--- src/rtl/decade_up_pkg.sv ---
// Shared BCD digit types, constants and helpers for the decadic counters.
package decade_up_pkg;

  localparam int BCD_W = 4;

  typedef logic [BCD_W-1:0] bcd_digit_t;

  localparam bcd_digit_t BCD_MAX  = 4'd9;
  localparam bcd_digit_t BCD_ZERO = 4'd0;

  // Non-BCD codes (10..15) collapse to zero.
  function automatic bcd_digit_t bcd_sanitize(input bcd_digit_t d);
    return (d > BCD_MAX) ? BCD_ZERO : d;
  endfunction

endpackage

--- src/rtl/bcd_digit_up.sv ---
// One ascending BCD digit with clear, load and ripple step chaining.
module bcd_digit_up
  import decade_up_pkg::*;
(
  input  logic       clk,
  input  logic       clear,
  input  logic       load,
  input  bcd_digit_t load_d,
  input  logic       step_in,
  output bcd_digit_t count_d,
  output logic       step_out
);

  assign step_out = step_in & (count_d == BCD_MAX);

  always_ff @(posedge clk) begin
    if (clear)
      count_d <= BCD_ZERO;
    else if (load)
      count_d <= bcd_sanitize(load_d);
    else if (step_in)
      count_d <= (count_d == BCD_MAX) ? BCD_ZERO
                                      : bcd_digit_t'(count_d + 4'd1);
  end

endmodule

--- src/rtl/decade_up_counter.sv ---
// Multi-digit BCD up counter with load, tc and carry pulse.
// Define DECADE_UP_SATURATE_EN to hold at all-9s instead of wrapping.
module decade_up_counter
  import decade_up_pkg::*;
#(
  parameter int DIGITS = 2
) (
  input  logic                clk,
  input  logic                clear,
  input  logic                en,
  input  logic                load,
  input  logic [4*DIGITS-1:0] load_val,
  output logic [4*DIGITS-1:0] count,
  output logic                tc,
  output logic                carry_out
);

  logic [DIGITS:0]   step;
  logic [DIGITS-1:0] is_max;

  for (genvar g = 0; g < DIGITS; g++) begin : g_digit
    bcd_digit_up u_digit (
      .clk      (clk),
      .clear    (clear),
      .load     (load),
      .load_d   (load_val[4*g +: 4]),
      .step_in  (step[g]),
      .count_d  (count[4*g +: 4]),
      .step_out (step[g+1])
    );
    assign is_max[g] = (count[4*g +: 4] == BCD_MAX);
  end

  assign tc = &is_max;

`ifdef DECADE_UP_SATURATE_EN
  assign step[0] = en & ~tc;
`else
  assign step[0] = en;
`endif

  // Step rippling out of the top digit is exactly the wrap event.
  always_ff @(posedge clk) begin
    if (clear)
      carry_out <= 1'b0;
    else if (load)
      carry_out <= 1'b0;
    else
      carry_out <= step[DIGITS];
  end

endmodule

--- config.mk ---
export PLATFORM = sky130hd
export DESIGN_NAME = decade_up_counter
export DESIGN_NICKNAME = d
export VERILOG_FILES = /design/src/rtl/decade_up_pkg.sv /design/src/rtl/bcd_digit_up.sv /design/src/rtl/decade_up_counter.sv
export SDC_FILE = /design/constraint.sdc
export NUM_CORES = 1
export LEC_CHECK = 0
export CAP_MARGIN = 5
export CORE_UTILIZATION = 40
export DETAILED_ROUTE_END_ITERATION = 16
export GPL_ROUTABILITY_DRIVEN = 0
export PLACE_DENSITY = 0.76
export SYNTH_ARGS = -nofsm -noshare
export SYNTH_HDL_FRONTEND = slang
export SYNTH_SLANG_ARGS = --single-unit
export TNS_END_PERCENT = 50
--- constraint.sdc ---
create_clock -name clk -period 1.9 [get_ports clk]
set_input_delay 0.38 -clock clk [delete_from_list [all_inputs] [get_ports clk]]
set_output_delay 0.38 -clock clk [all_outputs]
set_load 0.05 [all_outputs]
==> summary.md, run 1 <==
| Metric | Value |
|---|---|
| Status | completed |
| Placed Area | 783 sq um |
| Synth area leader | dfxtp_1 |
| Diode count | 0 |
| Fillers | 134 |
| Synthesis-to-finish area growth | 46.7% |
| CTS sink cnt | 9 |
| Ys flop type | dfxtp_1 |
| Final Hold Slack | 0.603 ns |
| Worst Skew | 0.00349 ns |
| Final Cycle Share | 91.2% |
| Post-Route WL | 1170 um |
| Total CTS buffers | 3 |
| Total power | 0.501 mW |
| CTS Buffer Depth | 2 |
| Vias | 559 |
| Critical setup path kind | register to output port |
| Worst slew margin | 67.4% |
| Die Footprint | 0.00155 sq mm |
| Syn Area/Cell | 7.95 sq um |
| Dpl hpwl | 930 um |
| H-tree depth | 1 |
| Sequential cell area fraction in the yosys report | 32.4% |
| Reg2Reg Setup Slack | 0.47 ns |
| Die Width | 39.3 um |
| Syn_nets | 82 |
| Req. time, crit path | 1.52 ns |
| Cell area after synthesis | 557 sq um |
| Top post-synthesis cells by count | 9 x dfxtp_1, 7 x a21oi_1, 7 x nand2_1, 6 x nor2_1 |
| Core area | 0.00130 sq mm |
| Via density | 5.04 |
| Die Ht | 39.3 um |
| Min Clock Period, post-route | 1.73 ns |
| GRT overflow | 0 |
| Area share of the largest cell type after synthesis | 32.4% |
| # IOs | 22 |
| CP max FO | 1 |
| Setup crit end kind | output port |
| Ranking of synthesized cells by area | dfxtp_1 32%, a21oi_1 6.3%, xnor2_1 6.3% |
| Synthesis Warnings | 0 |
| Combinational power share | 27.5% |
| Drt drc | 0 |
| Fmax | 577 MHz |
| Initial Util | 42.8% |
| Post-Syn Instances | 70 |
| Cell Pwr Density | 614 mW/mm^2 |
| Crit-path max cell delay | 0.79 ns |
| Worst Hold Class | register to register |
| Worst EP arrival | 1.35 ns |
| Antenna violations before repair | 0 |
| NetSw | 0.159 mW |
| Routed WL per cell | 10.5 um |
| NumNets Final | 109 |
| Switching share of total power | 31.6% |
| Synthesized flop and latch total | 9 |
| Post-synth EDFFs | 0 |
| Slew @ Worst Pin | 0.487 ns |
| Cell family with most CP delay | buffers and inverters |
| Worst Path Buf+Inv | 1 |
| I/O Buffers | 21 |
| CTS Root Buffer Type | clkbuf_4 |
| Leakage | 0.312 nW |
| Vias in the first global route | 483 |
| Async SR Flop Fraction | 0% |
| Iteration-0 DRC Markers | 7 |
| Clock-pin slew on the worst setup and hold paths | 0.06 ns |
| # rows | 13 |
| Critical-path cell list | clkdlybuf4s50_1 |
| Internal | 0.343 mW |
| Peak supply drop | 0.290 mV |
| Clock share of power | 29.8% |
| Worst skew pair latency | 0.26 ns |
| Max Cap Viol | 0 |
| ANT nets after route | 0 |
| Fin area | 817 sq um |
| Max-slew violations | 0 |
| Flop pwr share | 42.7% |
| Share of cells above drive strength 1 | 20.8% |
| Total track usage | 18.4% |
| RSZ-0062 raised after global routing | no |
| Post-layout util | 62.8% |
| Final TNS setup | 0 ns |
| First-pass GRT wire length | 1960 um |
| Count of final hold-check violations | 0 |
| Cts-stage hold buffer count | 0 |
| CTS tree | built |
| Count of unique library cells instantiated by Yosys | 29 |
| Setup-failing EPs final | 0 |
| Largest net degree at the start of global routing | 17 |
| Cell with the most instances after synthesis | dfxtp_1 |
| DRT Pass-1 Iters | 4 |
| Critical Path Source Type | register |
| Slowest stage cell on the critical path | clkdlybuf4s50_1 |
==> power groups by stage <==
stage	clock network, mW	logic, mW	registers [mW]
floorplan	0	0.0495	0.252
global placement	0	0.135	0.218
detailed placement	0	0.136	0.218
CTS	0.152	0.137	0.214
global route	0.166	0.149	0.217
finish	0.149	0.138	0.214
==> layout make-up <==
class	instances	area (sq um)	share of cell area [%]
well taps	15	18.8	2.30
inverters	3	11.3	1.38
repair buffers	24	223	27.3
flip-flops and latches	9	180	22.1
multi-input cells	56	358	43.8
clock buffers	4	26.3	3.22
==> routing by layer <==
metal | track usage (%) | wire [um] | vias up
met4 | 7.76 | 7 | 0
met2 | 27.5 | 514 | 14
met5 | 0 | 0 | -
met3 | 1.70 | 39 | 2
met1 | 26.5 | 605 | 240
li1 | - | - | 303
==> kinds of logic (layout without fill, tap and decap cells) <==
group,count (synthesis),count (layout),synth area share (%)
multiplexers,1,1,2.02
AO/OA/AOI/OAI,21,21,24.5
XOR/XNOR,4,4,6.29
buffers and inverters,5,31,4.72
flip-flops,9,9,32.4
AND/OR/NAND/NOR,30,30,30.1
==> cells in the final DEF (no fill, tap or decap) <==
| cell | n |
|---|---|
| clkdlybuf4s50_1 | 12 |
| buf_4 | 11 |
| dfxtp_1 | 9 |
| a21oi_1 | 7 |
| nand2_1 | 7 |
| nor2_1 | 5 |
| nand3_1 | 4 |
| o21ai_0 | 4 |
| xnor2_1 | 4 |
| inv_1 | 3 |
| o21a_1 | 3 |
| clkbuf_4 | 3 |
| nor2b_1 | 2 |
| nand2b_1 | 2 |
| nor3b_4 | 1 |
| nor2_4 | 1 |
| and3_2 | 1 |
| nand2_2 | 1 |
| nor4_1 | 1 |
| o211ai_1 | 1 |
| and2b_1 | 1 |
| and4b_1 | 1 |
| o21ai_1 | 1 |
| a221oi_2 | 1 |
| and2_1 | 1 |
| nor3_1 | 1 |
| a221oi_1 | 1 |
| mux2_1 | 1 |
| a2bb2oi_1 | 1 |
| or3_1 | 1 |
| a21o_1 | 1 |
| a31oi_1 | 1 |
| clkbuf_1 | 1 |
| buf_12 | 1 |
==> sequential cells by signal, summed over array words and instances (netlist names) <==
register / flops
g_digit.u_digit.count_d: 8
carry_out: 1
==> final timing paths <==
path / cells past startpoint / start / end
max: 1 / carry_out / carry_out
min: 2 / g_digit[1].u_digit.count_d[3] / carry_out
max reg2reg: 5 / g_digit[0].u_digit.count_d[3] / g_digit[1].u_digit.count_d[1]
min reg2reg: 2 / g_digit[1].u_digit.count_d[3] / carry_out
==> stage by stage <==
stage,std cells,setup WS [ns]
detailed placement,106,0.138
floorplan,70,0.0435
finish,111,0.166
global placement,106,0.137
global route,111,0.0770
CTS,110,0.0867
==> repair_timing <==
| item | CTS | global route |
|---|---|---|
| resized for setup | 0 | 0 |
| setup buffers | 0 | 1 |
| setup endpoints to repair | 0 | 1 |
Power figures use the tool's default switching activity.
==> run 2, diff against run 1 <==
--- a/config.mk
+++ b/config.mk
@@ -9,6 +9,7 @@
 export CORE_UTILIZATION = 40
 export DETAILED_ROUTE_END_ITERATION = 16
 export GPL_ROUTABILITY_DRIVEN = 0
+export GPL_TIMING_DRIVEN = 0
 export PLACE_DENSITY = 0.76
 export SYNTH_ARGS = -nofsm -noshare
 export SYNTH_HDL_FRONTEND = slang
==> constraint.sdc (replaced) <==
create_clock -name clk -period 2.2 [get_ports clk]
set_input_delay 0.44 -clock clk [delete_from_list [all_inputs] [get_ports clk]]
set_output_delay 0.44 -clock clk [all_outputs]
set_load 0.05 [all_outputs]
==> summary.md, run 2 (synthesized netlist as in run 1, its figures left out) <==
| Metric | Value |
|---|---|
| Status | completed (unchanged) |
| Max Cap Viol | 0 (unchanged) |
| CTS Root Buffer Type | clkbuf_4 (unchanged) |
| End of the critical path | tc (was carry_out) |
| H-tree depth | 1 (unchanged) |
| Postcts setup bufs | 0 (unchanged) |
| RSZ-0062 raised after global routing | no (unchanged) |
| Req. time, crit path | 1.76 ns (was 1.52 ns) |
| Slew @ Worst Pin | 0.494 ns (was 0.487 ns) |
| Worst slew margin | 67.0% (was 67.4%) |
| Leakage | 0.285 nW (was 0.312 nW) |
| Final Cycle Share | 93.8% |
| Worst Skew | 0.000362 ns (was 0.00349 ns) |
| DRT Pass-1 Iters | 4 (unchanged) |
| I/O Buffers | 20 (was 21) |
| ANT nets after route | 0 (unchanged) |
| Switching share of total power | 33.0% (was 31.6%) |
| Die Footprint | 0.00155 sq mm (unchanged) |
| NumNets Final | 107 (was 109) |
| First-pass GRT wire length | 2020 um (was 1960 um) |
| Worst EP arrival | 1.62 ns (was 1.35 ns) |
| Commonest non-fill, non-tap cell in the layout | clkdlybuf4s50_1 (unchanged) |
| Reg area | 180 sq um (unchanged) |
| Most frequent cells in the layout | 19 x clkdlybuf4s50_1, 9 x dfxtp_1, 7 x a21oi_1, 7 x nand2_1, 5 x nor2_1 (was 12 x clkdlybuf4s50_1, 11 x buf_4, 9 x dfxtp_1) |
| Diode count | 0 (unchanged) |
| Internal | 0.297 mW (was 0.343 mW) |
| Worst Hold Class | input port to register (was register to register) |
| CP max FO | 7 (was 1) |
| Die Ht | 39.3 um (unchanged) |
| Total track usage | 20.4% (was 18.4%) |
| Total CTS buffers | 3 (unchanged) |
| # rows | 13 (unchanged) |
| CP startpoint | g_digit[0].u_digit.count_d[1] (was carry_out) |
| Max FFs per register | 8 (unchanged) |
| Cell Pwr Density | 550 mW/mm^2 (was 614 mW/mm^2) |
| Peak supply drop | 0.301 mV (was 0.290 mV) |
| Largest net degree at the start of global routing | 11 (was 17) |
| Critical R2R Capture | g_digit[1].u_digit.count_d[1] (unchanged) |
| Post-Route WL | 1230 um (was 1170 um) |
| Hold_sp | clear (was g_digit[1].u_digit.count_d[3]) |
| CTS resizes | 3 (was 0) |
| Flop pwr share | 41.8% (was 42.7%) |
| # IOs | 22 (unchanged) |
| Dpl hpwl | 946 um (was 930 um) |
| Final TNS setup | 0 ns (unchanged) |
| CTS Buffer Depth | 2 (unchanged) |
| Via density | 5.21 (was 5.04) |
| Reg with most FFs | g_digit.u_digit.count_d (unchanged) |
| Min Clock Period, post-route | 2.06 ns |
| Cts-stage hold buffer count | 0 (unchanged) |
| Count of final hold-check violations | 0 (unchanged) |
| Setup crit end kind | output port (unchanged) |
| CTS sink cnt | 9 (unchanged) |
| Largest regs | g_digit.u_digit.count_d x8, carry_out x1 (unchanged) |
| Combinational power share | 26.8% (was 27.5%) |
| Vias in the first global route | 485 (was 483) |
| Reg-to-Reg Start | g_digit[0].u_digit.count_d[1] (was g_digit[0].u_digit.count_d[3]) |
| Critical setup path kind | register to output port (unchanged) |
| GRT overflow | 0 (unchanged) |
| Area of the multi-input gates | 353 sq um (was 358 sq um) |
| Synthesis-to-finish area growth | 44.7% (was 46.7%) |
| Final Hold Slack | 0.402 ns (was 0.603 ns) |
| Path depth of the worst reg2reg path | 4 (was 5) |
| Initial Util | 42.8% (unchanged) |
| Worst skew pair latency | 0.27 ns (was 0.26 ns) |
| Clock-pin slew on the worst setup and hold paths | 0.07 ns (was 0.06 ns) |
| Reg2Reg Setup Slack | 0.79 ns (was 0.47 ns) |
| Critical Path Source Type | register (unchanged) |
| CTS tree | built (unchanged) |
| Fillers | 135 (was 134) |
| Setup-failing EPs final | 0 (unchanged) |
| Max-slew violations | 0 (unchanged) |
| NetSw | 0.146 mW (was 0.159 mW) |
| Clock share of power | 31.4% (was 29.8%) |
| Antenna violations before repair | 0 (unchanged) |
| Core area | 0.00130 sq mm (unchanged) |
| Drt drc | 0 (unchanged) |
| Routed WL per cell | 11.3 um (was 10.5 um) |
| Vias | 568 (was 559) |
| Die Width | 39.3 um (unchanged) |
| Fmax | 485 MHz |
| Iteration-0 DRC Markers | 6 (was 7) |
| Share of cells above drive strength 1 | 11.7% (was 20.8%) |
==> run 2: layout make-up <==
class / count / area share, %
buffer: 2 / 1.86
tap: 15 / 2.33
inverter: 3 / 1.40
sequential: 9 / 22.4
multi-input combinational: 56 / 43.8
timing repair buffer: 20 / 25.0
clock buffer: 4 / 3.26
==> run 2: worst min path at each step <==
| stage | end | slack (ns) | depth (start not counted) |
|---|---|---|---|
| floorplan | g_digit[0].u_digit.count_d[1] | 0.58 | 2 |
| global placement | carry_out | 0.56 | 2 |
| detailed placement | carry_out | 0.58 | 2 |
| CTS | g_digit[1].u_digit.count_d[3] | 0.41 | 2 |
| global route | g_digit[1].u_digit.count_d[3] | 0.42 | 2 |
| finish | g_digit[1].u_digit.count_d[3] | 0.40 | 2 |
==> run 2: critical path, stage by stage (launching register included) <==
cell             delay, ns
dfxtp_1               0.39
nor3b_4               0.34
nand3_1               0.16
nor2_2                0.09
clkdlybuf4s15_2       0.37
==> run 2: metal layers <==
layer	global-route usage [%]	share of wire (%)	routed length (um)
met1	26.3	50	618
met2	29.6	43	532
met3	3.41	3.0	37
met4	15.5	3.6	44
met5	0	0	0
==> run 2: metrics by stage <==
step                std cells  setup WS, ns  power, mW  utilization, %  cell area, sq um
floorplan                  70         0.175      0.260               -               559
global placement          105       -0.0141      0.306            59.8               778
detailed placement        105       -0.0136      0.308            59.8               778
CTS                       109         0.120      0.444            61.9               806
global route              109        0.0347      0.464            61.9               806
finish                    109         0.137      0.443            61.9               806
==> run 2: power groups by stage <==
stage | logic [mW] | registers (mW) | clock network (mW)
2_1_floorplan | 0.0424 | 0.217 | 0
3_3_place_gp | 0.118 | 0.188 | 0
3_5_place_dp | 0.119 | 0.189 | 0
4_1_cts | 0.119 | 0.185 | 0.140
5_1_grt | 0.128 | 0.187 | 0.149
6_report | 0.119 | 0.185 | 0.139
==> run 3, diff against run 2 <==
--- a/config.mk
+++ b/config.mk
@@ -11,6 +11,7 @@
 export GPL_ROUTABILITY_DRIVEN = 0
 export GPL_TIMING_DRIVEN = 0
 export PLACE_DENSITY = 0.76
+export SETUP_SLACK_MARGIN = 0.5
 export SYNTH_ARGS = -nofsm -noshare
 export SYNTH_HDL_FRONTEND = slang
 export SYNTH_SLANG_ARGS = --single-unit
==> summary.md, run 3 (synthesized netlist as in run 1, its figures left out) <==
| Metric | Value |
|---|---|
| Status | completed (unchanged) |
| Reg area | 186 sq um (was 180 sq um) |
| Synthesis-to-finish area growth | 48.8% (was 44.7%) |
| Largest regs | g_digit.u_digit.count_d x8, carry_out x1 (unchanged) |
| Post-Route WL | 1290 um (was 1230 um) |
| NumNets Final | 109 (was 107) |
| Max-slew violations | 0 (unchanged) |
| Share of cells above drive strength 1 | 16.7% (was 11.7%) |
| Leakage | 0.362 nW (was 0.285 nW) |
| Slew @ Worst Pin | 0.499 ns (was 0.494 ns) |
| Max layer used | met4 (unchanged) |
| Worst Skew | 0.00292 ns (was 0.000362 ns) |
| I/O Buffers | 20 (unchanged) |
| Total CTS buffers | 3 (unchanged) |
| Clock-pin slew on the worst setup and hold paths | 0.07 ns (about the same) |
| Diode count | 0 (unchanged) |
| Drt drc | 0 (unchanged) |
| # IOs | 22 (unchanged) |
| Commonest non-fill, non-tap cell in the layout | clkdlybuf4s50_1 (unchanged) |
| H-tree depth | 1 (unchanged) |
| Vias in the first global route | 449 (was 485) |
| Area of the multi-input gates | 358 sq um (was 353 sq um) |
| Routed WL per cell | 11.6 um (was 11.3 um) |
| Peak supply drop | 0.325 mV (was 0.301 mV) |
| Worst Hold Endpoint | g_digit[0].u_digit.count_d[1] (was g_digit[1].u_digit.count_d[3]) |
| Max FFs per register | 8 (unchanged) |
| Worst Hold Path Cells | 2 (unchanged) |
| Path depth of the worst reg2reg path | 5 (was 4) |
| Die Ht | 39.3 um (unchanged) |
| Fillers | 117 (was 135) |
| # rows | 13 (unchanged) |
| Met3 WL | 74 um (was 37 um) |
| CTS Root Buffer Type | clkbuf_4 (unchanged) |
| Antenna violations before repair | 0 (unchanged) |
| Min Clock Period, post-route | 1.87 ns (was 2.06 ns) |
| Critical Path Source Type | register (unchanged) |
| Post-layout util | 63.7% (was 61.9%) |
| Reg with most FFs | g_digit.u_digit.count_d (unchanged) |
| DRT Pass-1 Iters | 4 (unchanged) |
| Worst skew pair latency | 0.27 ns (about the same) |
| Vias | 600 (was 568) |
| Reg2Reg Setup Slack | 0.80 ns (was 0.79 ns) |
| Largest net degree at the start of global routing | 11 (unchanged) |
| Count of final hold-check violations | 0 (unchanged) |
| Via density | 5.41 (was 5.21) |
| CTS tree | built (unchanged) |
| Fin area | 828 sq um (was 806 sq um) |
| CTS Buffer Depth | 2 (unchanged) |
| Met2 wire len | 600 um (was 532 um) |
| Worst Hold Class | input port to register (unchanged) |
| Critical setup path kind | register to output port (unchanged) |
| Dpl hpwl | 926 um (was 946 um) |
| CTS sink cnt | 9 (unchanged) |
| Initial Util | 42.8% (unchanged) |
| Total track usage | 18.6% (was 20.4%) |
| Total power | 0.443 mW (about the same) |
| Placed Area | 790 sq um (was 778 sq um) |
| Worst EP arrival | 1.43 ns (was 1.62 ns) |
| Setup crit end kind | output port (unchanged) |
| First-pass GRT wire length | 1940 um (was 2020 um) |
| ANT nets after route | 0 (unchanged) |
| Hold_sp | clear (unchanged) |
| Critical R2R Capture | g_digit[1].u_digit.count_d[1] (unchanged) |
| Reg-to-Reg Start | g_digit[0].u_digit.count_d[1] (unchanged) |
| Iteration-0 DRC Markers | 10 (was 6) |
| Max Cap Viol | 0 (unchanged) |
| Die Footprint | 0.00155 sq mm (unchanged) |
| Cell Pwr Density | 534 mW/mm^2 (was 550 mW/mm^2) |
| Req. time, crit path | 1.76 ns (about the same) |
| RSZ-0062 raised after global routing | yes (was no) |
| Worst slew margin | 66.7% (was 67.0%) |
| Final TNS setup | 0 ns (unchanged) |
| Core area | 0.00130 sq mm (unchanged) |
| Setup-failing EPs final | 0 (unchanged) |
| GRT overflow | 0 (unchanged) |
| Met1 wire length | 609 um (was 618 um) |
| CP max FO | 7 (unchanged) |
| Most frequent cells in the layout | 12 x clkdlybuf4s50_1, 7 x a21oi_1, 7 x nand2_1 (was 19 x clkdlybuf4s50_1, 9 x dfxtp_1, 7 x a21oi_1, 7 x nand2_1, 5 x nor2_1) |
| Final Cycle Share | 84.8% (was 93.8%) |
| Fmax | 536 MHz (was 485 MHz) |
| Die Width | 39.3 um (unchanged) |
-- run 3: changes by cell type in the layout (fill, tap and decap cells not counted), moves of 2 or more --
| cell | change |
|---|---|
| dlymetal6s2s_1 | +3 |
| clkdlybuf4s50_1 | -7 |
| dlygate4sd2_1 | +4 |
| dfxtp_1 | -3 |
| buf_4 | +2 |
| dfxtp_2 | +2 |
-- run 3: how the worst max path moves through the flow --
| stage | from | to | cells after the start |
|---|---|---|---|
| final | g_digit[0].u_digit.count_d[1] | tc | 4 |
| after global placement | g_digit[0].u_digit.count_d[1] | tc | 4 |
| after detailed placement | g_digit[0].u_digit.count_d[1] | tc | 4 |
| after floorplan | g_digit[0].u_digit.count_d[0] | tc | 2 |
| after global routing | g_digit[0].u_digit.count_d[3] | tc | 4 |
| after CTS | g_digit[0].u_digit.count_d[1] | tc | 4 |
-- run 3: power by group --
part           total [mW]  switching, mW  leakage [nW]  internal (mW)
registers           0.185         0.0129        0.0755          0.172
logic               0.119         0.0658         0.272         0.0535
clock network       0.138         0.0683        0.0150         0.0702
-- run 3: routing by layer --
layer  track usage, %  vias up
li1                 -      300
met3             3.41        2
met5                0        -
met1             27.2      274
met2             25.8       24
met4             7.76        0
-- run 3: final cells by class --
type                            instances  share of cell area, %
Buffer                                  2                   1.81
Clock buffer                            4                   3.17
Inverter                                3                   1.36
Multi-Input combinational cell         56                   43.2
Sequential cell                         9                   22.5
Tap cell                               15                   2.27
Timing Repair Buffer                   22                   25.7
-- run 3: stage by stage --
stage          std cells  hold slack, ns  worst slack, ns
2_1_floorplan         70           0.568            0.515
3_3_place_gp         105           0.550          0.00516
3_5_place_dp         105           0.561          0.00505
4_1_cts              109           0.413            0.257
5_1_grt              111           0.411            0.270
6_report             111           0.408            0.334
-- run 3: worst max-delay path, cell delays in order (launching register included) --
cell and delay [ns]:
dfxtp_2 0.36, nor3b_4 0.26, nand3_1 0.16, nor2_4 0.12
buf_2 0.26
-- run 3: what timing repair did --
action,CTS,global route
gates resized for setup,9,3
endpoints found under the hold margin,0,0
pin swaps,0,1
endpoints found under the setup margin,10,9
buffers inserted,0,2
hold buffers,0,0
